==> src/rtl/mastermind_game_if.sv <==
// Player-facing signals of the Mastermind controller: enter buttons, letter switches, and displays.
interface mastermind_game_if;
  logic        enterA;
  logic        enterB;
  logic [2:0]  SW;
  logic [1:0]  round_count_disp;
  logic [1:0]  scoreA_disp;
  logic [1:0]  scoreB_disp;
  logic [11:0] leds_debug;
  logic [7:0]  led_feedback;

  modport slave (
    input  enterA, enterB, SW,
    output round_count_disp, scoreA_disp, scoreB_disp, leds_debug, led_feedback
  );

  modport master (
    output enterA, enterB, SW,
    input  round_count_disp, scoreA_disp, scoreB_disp, leds_debug, led_feedback
  );
endinterface

==> src/rtl/mastermind_game.sv <==
// Two-player Mastermind game FSM: holds the secret, scores guesses, tracks lives, scores and rounds.
// A press takes effect on the clock edge where it is seen; presses in timed display states are dropped.
module mastermind_game #(
  parameter int LIVES     = 3,
  parameter int ANIM_CYC  = 4,
  parameter int END_CYC   = 8,
  parameter int WIN_SCORE = 2
) (
  input  logic             clk,
  input  logic             reset,
  mastermind_game_if.slave io
);
  localparam int LW = $clog2(LIVES + 1);
  localparam int CW = $clog2((END_CYC > ANIM_CYC) ? END_CYC : ANIM_CYC);

  typedef enum logic [2:0] {
    S_IDLE, S_MAKER, S_ANIM, S_BREAKER, S_FEEDBACK, S_END, S_FINISH
  } state_t;

  state_t           state_q, state_d;
  logic             ena_prev_q, enb_prev_q;
  logic             maker_b_q, maker_b_d;
  logic [1:0]       idx_q, idx_d;
  logic [3:0][2:0]  secret_q, secret_d;
  logic [2:0][2:0]  guess_q, guess_d;
  logic [LW-1:0]    lives_q, lives_d;
  logic [CW-1:0]    cnt_q, cnt_d;
  logic [7:0]       fb_q, fb_d;
  logic [1:0]       score_a_q, score_a_d;
  logic [1:0]       score_b_q, score_b_d;
  logic [1:0]       round_q, round_d;

  logic             press_a, press_b, maker_press, breaker_press, sw_ok;
  logic [3:0][2:0]  guess_full;
  logic [3:0]       exact, used;
  logic             found;
  logic [7:0]       fb_calc, therm;

  function automatic logic [1:0] sat_inc(input logic [1:0] v);
    return (v == 2'd3) ? v : v + 2'd1;
  endfunction

  assign press_a       = io.enterA & ~ena_prev_q;
  assign press_b       = io.enterB & ~enb_prev_q;
  assign maker_press   = maker_b_q ? press_b : press_a;
  assign breaker_press = maker_b_q ? press_a : press_b;
  assign sw_ok         = (io.SW != 3'b000);

  // The 4th letter is scored straight from SW so feedback is ready on the same edge.
  always_comb begin
    guess_full = {io.SW, guess_q};
    fb_calc    = '0;
    found      = 1'b0;
    for (int i = 0; i < 4; i++) begin
      exact[i] = (guess_full[i] == secret_q[i]);
    end
    used = exact;
    for (int i = 0; i < 4; i++) begin
      found = 1'b0;
      if (exact[i]) begin
        fb_calc[7-2*i -: 2] = 2'b11;
      end else begin
        for (int j = 0; j < 4; j++) begin
          if (!found && !used[j] && (secret_q[j] == guess_full[i])) begin
            used[j] = 1'b1;
            found   = 1'b1;
          end
        end
        if (found) fb_calc[7-2*i -: 2] = 2'b01;
      end
    end
  end

  always_comb begin
    state_d   = state_q;
    maker_b_d = maker_b_q;
    idx_d     = idx_q;
    secret_d  = secret_q;
    guess_d   = guess_q;
    lives_d   = lives_q;
    cnt_d     = cnt_q;
    fb_d      = fb_q;
    score_a_d = score_a_q;
    score_b_d = score_b_q;
    round_d   = round_q;
    case (state_q)
      S_IDLE: begin
        if (press_a || press_b) begin
          maker_b_d = ~press_a;
          idx_d     = 2'd0;
          secret_d  = '0;
          state_d   = S_MAKER;
        end
      end
      S_MAKER: begin
        if (maker_press && sw_ok) begin
          secret_d[idx_q] = io.SW;
          idx_d           = idx_q + 2'd1;
          if (idx_q == 2'd3) begin
            lives_d = LW'(LIVES);
            guess_d = '0;
            cnt_d   = '0;
            state_d = S_ANIM;
          end
        end
      end
      S_ANIM: begin
        if (cnt_q == CW'(ANIM_CYC - 1)) begin
          cnt_d   = '0;
          idx_d   = 2'd0;
          state_d = S_BREAKER;
        end else begin
          cnt_d = cnt_q + CW'(1);
        end
      end
      S_BREAKER: begin
        if (breaker_press && sw_ok) begin
          idx_d = idx_q + 2'd1;
          if (idx_q == 2'd3) begin
            fb_d    = fb_calc;
            cnt_d   = '0;
            state_d = S_FEEDBACK;
          end else begin
            guess_d[idx_q] = io.SW;
          end
        end
      end
      S_FEEDBACK: begin
        if (cnt_q == CW'(ANIM_CYC - 1)) begin
          cnt_d = '0;
          if (fb_q == 8'hFF) begin
            if (maker_b_q) score_a_d = sat_inc(score_a_q);
            else           score_b_d = sat_inc(score_b_q);
            round_d = sat_inc(round_q);
            state_d = S_END;
          end else if (lives_q == LW'(1)) begin
            lives_d = '0;
            if (maker_b_q) score_b_d = sat_inc(score_b_q);
            else           score_a_d = sat_inc(score_a_q);
            round_d = sat_inc(round_q);
            state_d = S_END;
          end else begin
            lives_d = lives_q - LW'(1);
            guess_d = '0;
            idx_d   = 2'd0;
            state_d = S_ANIM;
          end
        end else begin
          cnt_d = cnt_q + CW'(1);
        end
      end
      S_END: begin
        if (cnt_q == CW'(END_CYC - 1)) begin
          cnt_d = '0;
          if ((score_a_q >= 2'(WIN_SCORE)) || (score_b_q >= 2'(WIN_SCORE))) begin
            state_d = S_FINISH;
          end else begin
            maker_b_d = ~maker_b_q;
            secret_d  = '0;
            idx_d     = 2'd0;
            state_d   = S_MAKER;
          end
        end else begin
          cnt_d = cnt_q + CW'(1);
        end
      end
      S_FINISH: begin
        state_d = S_FINISH;
      end
      default: state_d = S_IDLE;
    endcase
  end

  always_ff @(posedge clk or negedge reset) begin
    if (!reset) begin
      state_q    <= S_IDLE;
      ena_prev_q <= 1'b0;
      enb_prev_q <= 1'b0;
      maker_b_q  <= 1'b0;
      idx_q      <= 2'd0;
      secret_q   <= '0;
      guess_q    <= '0;
      lives_q    <= LW'(LIVES);
      cnt_q      <= '0;
      fb_q       <= '0;
      score_a_q  <= 2'd0;
      score_b_q  <= 2'd0;
      round_q    <= 2'd0;
    end else begin
      state_q    <= state_d;
      ena_prev_q <= io.enterA;
      enb_prev_q <= io.enterB;
      maker_b_q  <= maker_b_d;
      idx_q      <= idx_d;
      secret_q   <= secret_d;
      guess_q    <= guess_d;
      lives_q    <= lives_d;
      cnt_q      <= cnt_d;
      fb_q       <= fb_d;
      score_a_q  <= score_a_d;
      score_b_q  <= score_b_d;
      round_q    <= round_d;
    end
  end

  always_comb begin
    for (int i = 0; i < 8; i++) begin
      therm[i] = (i < int'(lives_q));
    end
  end

  always_comb begin
    io.led_feedback = 8'h00;
    case (state_q)
      S_ANIM:     io.led_feedback = therm;
      S_FEEDBACK: io.led_feedback = fb_q;
      S_FINISH:   io.led_feedback = (score_a_q >= 2'(WIN_SCORE)) ? 8'hF0 : 8'h0F;
      default:    io.led_feedback = 8'h00;
    endcase
  end

  assign io.leds_debug       = {secret_q[0], secret_q[1], secret_q[2], secret_q[3]};
  assign io.scoreA_disp      = score_a_q;
  assign io.scoreB_disp      = score_b_q;
  assign io.round_count_disp = round_q;
endmodule

==> src/flat_wrapper.sv <==
// flat-port wrapper written by rule: the top's interface ports become plain ports
module mastermind_game_flat 
#(
  parameter int LIVES     = 3,
  parameter int ANIM_CYC  = 4,
  parameter int END_CYC   = 8,
  parameter int WIN_SCORE = 2
)
  (clk, reset, io_enterA, io_enterB, io_SW, io_round_count_disp, io_scoreA_disp, io_scoreB_disp, io_leds_debug, io_led_feedback);
  mastermind_game_if io_i ();
  input  logic clk;
  input  logic reset;
  input wire logic [$bits(io_i.enterA)-1:0] io_enterA;
  input wire logic [$bits(io_i.enterB)-1:0] io_enterB;
  input wire logic [$bits(io_i.SW)-1:0] io_SW;
  output wire logic [$bits(io_i.round_count_disp)-1:0] io_round_count_disp;
  output wire logic [$bits(io_i.scoreA_disp)-1:0] io_scoreA_disp;
  output wire logic [$bits(io_i.scoreB_disp)-1:0] io_scoreB_disp;
  output wire logic [$bits(io_i.leds_debug)-1:0] io_leds_debug;
  output wire logic [$bits(io_i.led_feedback)-1:0] io_led_feedback;
  assign io_i.enterA = io_enterA;
  assign io_i.enterB = io_enterB;
  assign io_i.SW = io_SW;
  assign io_round_count_disp = io_i.round_count_disp;
  assign io_scoreA_disp = io_i.scoreA_disp;
  assign io_scoreB_disp = io_i.scoreB_disp;
  assign io_leds_debug = io_i.leds_debug;
  assign io_led_feedback = io_i.led_feedback;
  mastermind_game #(.LIVES(LIVES), .ANIM_CYC(ANIM_CYC), .END_CYC(END_CYC), .WIN_SCORE(WIN_SCORE)) u_core (.clk(clk), .reset(reset), .io(io_i));
endmodule
==> config.mk <==
export PLATFORM = sky130hd
export DESIGN_NAME = mastermind_game_flat
export DESIGN_NICKNAME = d
export VERILOG_FILES = /design/src/rtl/mastermind_game_if.sv /design/src/rtl/mastermind_game.sv /design/src/flat_wrapper.sv
export SDC_FILE = /design/constraint.sdc
export NUM_CORES = 1
export LEC_CHECK = 0
export CAP_MARGIN = 20
export CORE_MARGIN = 5
export CORE_UTILIZATION = 40
export CTS_BUF_LIST = sky130_fd_sc_hd__clkbuf_4 sky130_fd_sc_hd__clkbuf_8
export DETAILED_ROUTE_END_ITERATION = 10
export PLACE_DENSITY = 0.59
export REMOVE_ABC_BUFFERS = 1
export SLEW_MARGIN = 15
export SYNTH_ARGS = -nofsm -noshare
export SYNTH_HDL_FRONTEND = slang
export SYNTH_SLANG_ARGS = --single-unit
==> constraint.sdc <==
create_clock -name clk -period 2.9 [get_ports clk]
set_input_delay 0.58 -clock clk [delete_from_list [all_inputs] [get_ports clk]]
set_output_delay 0.58 -clock clk [all_outputs]
set_load 0.03 [all_outputs]
==> flow_summary.ini, run 1 <==
[layout]
fin_util = 0.475
total_nets_final = 411
drive_above_1_share = 0.108
multiInputGateArea_mm2 = 0.00201
seqCellArea_mm2 = 0.00120
fill_count = 806
area_growth_pct = 14.9
finish.cell_count_without_fillers = 494
n_antenna_cell = 0

[die]
dieArea_mm2 = 0.0105
effective_utilization_at_floorplan = 0.413
chip_height_um = 102
floorplan.rows = 33
core_area_mm2 = 0.00826
die_width_um = 102
ios = 33

[sta]
max_slew_violations = 0
period_needed_ns = 2.75
final_hold_viol_count = 0
grt_setup_unrepaired = false
clock-skew-final_ns = 0.00763
finalSetupTns_ns = 0
setup-violations-final = 0
timing_worst_slew_pin_value_ns = 0.573
final_min_period_over_clock_period = 0.949
whs_ns = 0.226
max_freq_mhz = 363
max-slew-margin-rel = 0.615

[worst_setup_path]
worstPathArrival_ns = 2.17
cp_data_required_time_ns = 2.32
path_max_fanout = 6
crit_path_start_kind = flip-flop
crit_type = flip-flop to output pin
critical_path.endpoint_type = output pin

[route]
ant_nets = 0
routed_wirelength_um = 8490
post-route-drc-count = 0
avgRoutedWirePerCell_um = 17.2
via_count_of_the_routed_design = 2736
routed_via_density = 5.54
dr.pass1.iters = 4
first_iter_violations = 137

[synthesis]
netlist_instances = 373
synth_top_area_share = 0.337
synth_sequential_area_ratio = 0.353
yosys_most_used_dff = dfrtp_1
synth-edff-count = 0
synth_area_per_cell_um2 = 9.15
yosys_warnings = 0
synth_cell_types = 56
synth.cell_area_mm2 = 0.00341
synth.top_cells.by_area = dfrtp_1 34%, xor2_1 7.2%, xnor2_1 6.4%, ha_1 5.9%, a32o_1 5.0%
synth_seq_cells = 48
synth.largest_area_cell = dfrtp_1
synthArstFlopShare = 1.00

[placement]
placed_cells = 486
gp_congestion = 0.833
hpwlAfterDp_um = 6450
place.port_buffers = 32

[grt]
grt_pass1_vias = 2601
global_route.usage.total = 0.172
grt.overflow.total = 0
grt_antenna_before_repair = 0
grt_first_pass_wirelength_um = 14000
grt_max_degree = 27

[clocking]
clk_pin_slew_ns = 0.10
cts_post_setup_buffers_inserted = 0
cts_buffers = 5
postCtsHoldBufs = 0
later_pin_clock_latency_in_the_skew_report_ns = 0.31
clock_path_buffers = 2
cts_h_tree_depth = 2
tritoncts = yes
cts.root.buffer_cell = clkbuf_8
cts_repair_resize_count = 0
clock_sink_count = 48

[power]
power_density_mw_per_mm2 = 1150
p_leak_nw = 1.76
post-layout-total-power_mw = 4.51
ir_drop_worst_vdd_v = 0.000462

[job]
drv_cap = 0

[worst_hold_path]
hold_class = input port to async pin

[outcome]
status = finished, final reports clean
==> state kept, by name, summed over array words and instances, names as in the netlist, 3 cells and up <==
name / cells
u_core.guess_full: 9
u_core.fb_q: 8
u_core.state_q: 3
u_core.io.leds_debug: 12
u_core.cnt_q: 3
==> final cells by class <==
| cell class | count | area share |
|---|---|---|
| tap | 105 | 0.0335 |
| clock inverter | 3 | 0.0118 |
| inverter | 13 | 0.0124 |
| multi-input combinational | 273 | 0.511 |
| sequential | 48 | 0.307 |
| clock buffer | 5 | 0.0175 |
| timing repair buffer | 47 | 0.107 |
==> power by group <==
| part | switching (mW) | internal [mW] |
|---|---|---|
| Combinational | 1.56 | 1.17 |
| Clock | 0.248 | 0.260 |
| Sequential | 0.379 | 0.893 |
==> final timing paths <==
kind                            cells after the start                                   endpoint  slack, ns                                      start
worst max register to register                      7                u_core.idx_q[0]$_DFFE_PN0P_       0.41       u_core.io.scoreB_disp[0]$_DFFE_PN0P_
worst min register to register                      1  u_core.io.round_count_disp[0]$_DFFE_PN0P_       0.51  u_core.io.round_count_disp[0]$_DFFE_PN0P_
worst min-delay path                                1  u_core.io.round_count_disp[1]$_DFFE_PN0P_       0.23                                      reset
min in group clk                                    1  u_core.io.round_count_disp[0]$_DFFE_PN0P_       0.51  u_core.io.round_count_disp[0]$_DFFE_PN0P_
max in group asynchronous                           2              u_core.lives_q[0]$_DFFE_PN1P_       1.88                                      reset
worst max-delay path                                5                         io_led_feedback[6]       0.15       u_core.io.scoreA_disp[1]$_DFFE_PN0P_
==> through the flow <==
step | setup slack, ns | instance area, um2
2_1_floorplan | 0.202 | 3260
4_1_cts | 0.109 | 3920
3_3_place_gp | 0.225 | 3810
5_1_grt | 0.00670 | 3920
6_report | 0.147 | 3920
3_5_place_dp | 0.178 | 3810
==> Yosys cell counts (2+ instances only) <==
cell,number
buf_4,2
a21oi_1,11
buf_2,2
xor2_1,28
a32o_1,17
o21ai_0,22
a32oi_1,2
nand2b_1,5
xnor2_1,25
clkbuf_1,29
nor4_1,2
dfrtp_1,46
mux2_2,3
nor3_1,15
nor4_2,2
and3_1,4
o211ai_1,2
mux2i_1,7
dfstp_2,2
inv_1,13
nand3_1,12
a211o_1,2
nand2_1,22
nor3b_1,2
nor2_1,19
a31oi_1,3
buf_1,6
a22o_1,5
or3_1,3
nand4_1,2
nor2b_1,7
a21o_1,2
ha_1,16
a211oi_1,6
o21a_1,6
==> kinds of logic (layout without fill, tap and decap cells) <==
kind of cell / Yosys count / count (layout) / synth area share
multiplexers: 10 / 10 / 0.0304
flip-flops: 48 / 48 / 0.353
XOR/XNOR: 53 / 53 / 0.136
buffers and inverters: 52 / 68 / 0.0601
AO/OA/AOI/OAI: 91 / 91 / 0.200
adder cells (fa/ha/maj): 16 / 16 / 0.0586
AND/OR/NAND/NOR: 103 / 103 / 0.162
==> routing by layer <==
| layer | global-route usage | up-vias | part of all wire |
|---|---|---|---|
| li1 | - | 1353 | - |
| met1 | 0.247 | 1312 | 0.49 |
| met2 | 0.263 | 57 | 0.45 |
| met3 | 0.0280 | 14 | 0.044 |
| met4 | 0.0545 | 0 | 0.020 |
| met5 | 0 | - | 0 |
==> worst max-delay path, cell delays in order (launching register included) <==
cell	delay (ns)
dfrtp_1	0.46
ha_1	0.24
nor3_1	0.29
nor2_1	0.16
o21a_1	0.13
clkdlybuf4s50_1	0.59
==> layout by cell type (no fill, tap or decap), types with 3 or more instances in the layout <==
cell and instances:
dfrtp_1 46, xor2_1 28, clkdlybuf4s50_1 27, xnor2_1 25
o21ai_0 22, nand2_1 22, nor2_1 19, buf_4 19
a32o_1 17, ha_1 16, nor3_1 15, inv_1 13
nand3_1 12, a21oi_1 11, nor2b_1 7, mux2i_1 7
o21a_1 6, a211oi_1 6, nand2b_1 5, a22o_1 5
clkbuf_8 5, and3_1 4, or3_1 3, mux2_2 3
a31oi_1 3
Note: power is estimated with default switching activity, not from simulation.
==> run 2, diff against run 1 <==
- HOLD_SLACK_MARGIN: not set -> 0.05
==> results of run 2 <==
The final DEF is identical to that of run 1; final timing and power are the same.
==> run 3, diff against run 2 <==
- CORE_MARGIN: 5 -> 2
- CORE_UTILIZATION: 40 -> 30
- PLACE_DENSITY: 0.59 -> 0.47
==> flow_summary.ini, run 3 (synthesis results as in run 1) <==
[worst_setup_path]
crit_type = flip-flop to output pin
cp_data_required_time_ns = 2.32
critical_path.endpoint_type = output pin
crit_chain = inv_1 -> ha_1 -> nor3_1 -> buf_4 -> nor2_1 -> o21a_1 -> dlygate4sd2_1
cpMaxStageDelayCell = dfrtp_1
path_max_fanout = 5
worstPathArrival_ns = 2.02
cp_slowest_stage_delay_ns = 0.41
crit_path_start_kind = flip-flop

[sta]
max-slew-margin-rel = 0.612
final_hold_viol_count = 0
setup-violations-final = 0
final_min_period_over_clock_period = 0.895
timing_worst_slew_pin_value_ns = 0.578
whs_ns = 0.220
clock-skew-final_ns = 0.00538
finalSetupTns_ns = 0
grt_setup_unrepaired = false
period_needed_ns = 2.60
max_slew_violations = 0
max_freq_mhz = 385

[route]
routed_via_density = 5.20
avgRoutedWirePerCell_um = 17.2
dr.pass1.iters = 4
routed_wirelength_um = 9040
first_iter_violations = 185
post-route-drc-count = 0
ant_nets = 0
via_count_of_the_routed_design = 2735

[grt]
grt_first_pass_wirelength_um = 14800
grt_max_degree = 28
grt_antenna_before_repair = 0
grt.overflow.total = 0
global_route.usage.total = 0.150
grt_pass1_vias = 2706

[layout]
final_common_cell = dfrtp_1
largest_register_ffs = 12
multiInputGateArea_mm2 = 0.00201
drive_above_1_share = 0.101
layout.cells.most_common_list = 46 x dfrtp_1, 28 x xor2_1, 25 x xnor2_1, 23 x clkdlybuf4s50_1
total_nets_final = 408
fill_count = 1103
seqCellArea_mm2 = 0.00120
n_antenna_cell = 0
area_growth_pct = 15.1

[die]
ios = 33
core_area_mm2 = 0.0110
chip_height_um = 111
dieArea_mm2 = 0.0123
die_width_um = 111
effective_utilization_at_floorplan = 0.311
floorplan.rows = 38

[power]
power.internal_mw = 2.24
power.share.combinational = 0.621
p_leak_nw = 1.80
seq_power_share = 0.282
share_clk_of_total_power = 0.097
power.switching_mw = 2.25
power_density_mw_per_mm2 = 1140
swShare = 0.501
ir_drop_worst_vdd_v = 0.000353

[placement]
gp_congestion = 0.809
hpwlAfterDp_um = 6670
place.port_buffers = 32

[worst_hold_path]
hold_class = input port to async pin

[clocking]
postCtsHoldBufs = 0
cts_repair_resize_count = 1
clock_sink_count = 48
cts_post_setup_buffers_inserted = 0
cts_h_tree_depth = 2
cts.root.buffer_cell = clkbuf_8
later_pin_clock_latency_in_the_skew_report_ns = 0.31
clock_path_buffers = 2
tritoncts = yes
clk_pin_slew_ns = 0.10
cts_buffers = 5

[outcome]
status = finished, final reports clean

[job]
drv_cap = 0
-- run 3: worst paths after layout --
check | from | end | slack [ns] | depth (start not counted)
min | reset | u_core.enb_prev_q$_DFF_PN0_ | 0.22 | 1
min in group clk | u_core.fb_q[1]$_DFFE_PN0P_ | u_core.fb_q[1]$_DFFE_PN0P_ | 0.50 | 2
max reg2reg | u_core.io.scoreB_disp[0]$_DFFE_PN0P_ | u_core.idx_q[0]$_DFFE_PN0P_ | 0.44 | 7
max | u_core.io.scoreA_disp[0]$_DFFE_PN0P_ | io_led_feedback[4] | 0.30 | 7
min reg2reg | u_core.fb_q[1]$_DFFE_PN0P_ | u_core.fb_q[1]$_DFFE_PN0P_ | 0.50 | 2
max in group asynchronous | reset | u_core.lives_q[1]$_DFFE_PN1P_ | 1.88 | 2
-- run 3: metal layers --
metal  track usage  vias up  routed length [um]
li1              -     1344                   -
met5             0        -                   0
met4        0.0367        0                  73
met1         0.216     1343                4580
met3        0.0246        6                 281
met2         0.235       42                4100
-- run 3: stage by stage --
step           total power [mW]  cell area (um2)   util  std cells  setup slack (ns)
5_1_grt                    4.87             3930  0.358        526             0.138
3_3_place_gp               4.03             3830  0.349        518             0.212
6_report                   4.48             3930  0.358        526             0.303
2_1_floorplan              3.17             3260      -        334             0.202
4_1_cts                    4.50             3920  0.357        526           0.00472
3_5_place_dp               4.05             3830  0.349        518             0.185
-- run 3: power groups by stage --
stage	Combinational, mW	Sequential, mW	Clock, mW
after global placement	2.75	1.28	0
after CTS	2.78	1.27	0.452
after detailed placement	2.77	1.28	0
after global routing	3.09	1.31	0.475
after floorplan	1.81	1.36	0
final	2.78	1.27	0.435
-- run 3: cell type report --
class | instances | area share
clock inverter | 3 | 0.00669
sequential | 48 | 0.306
timing repair buffer | 44 | 0.102
multi-input combinational | 273 | 0.510
tap | 140 | 0.0446
inverter | 13 | 0.0124
clock buffer | 5 | 0.0175
-- run 3: critical path: cells and delay by family (launching register included) --
family / cells / cell delay, ns
AOI/OAI and AO/OA: 1 / 0.17
adders and majority gates: 1 / 0.20
DFF: 1 / 0.41
buffers and inverters: 3 / 0.64
and+or+nand+nor: 2 / 0.29
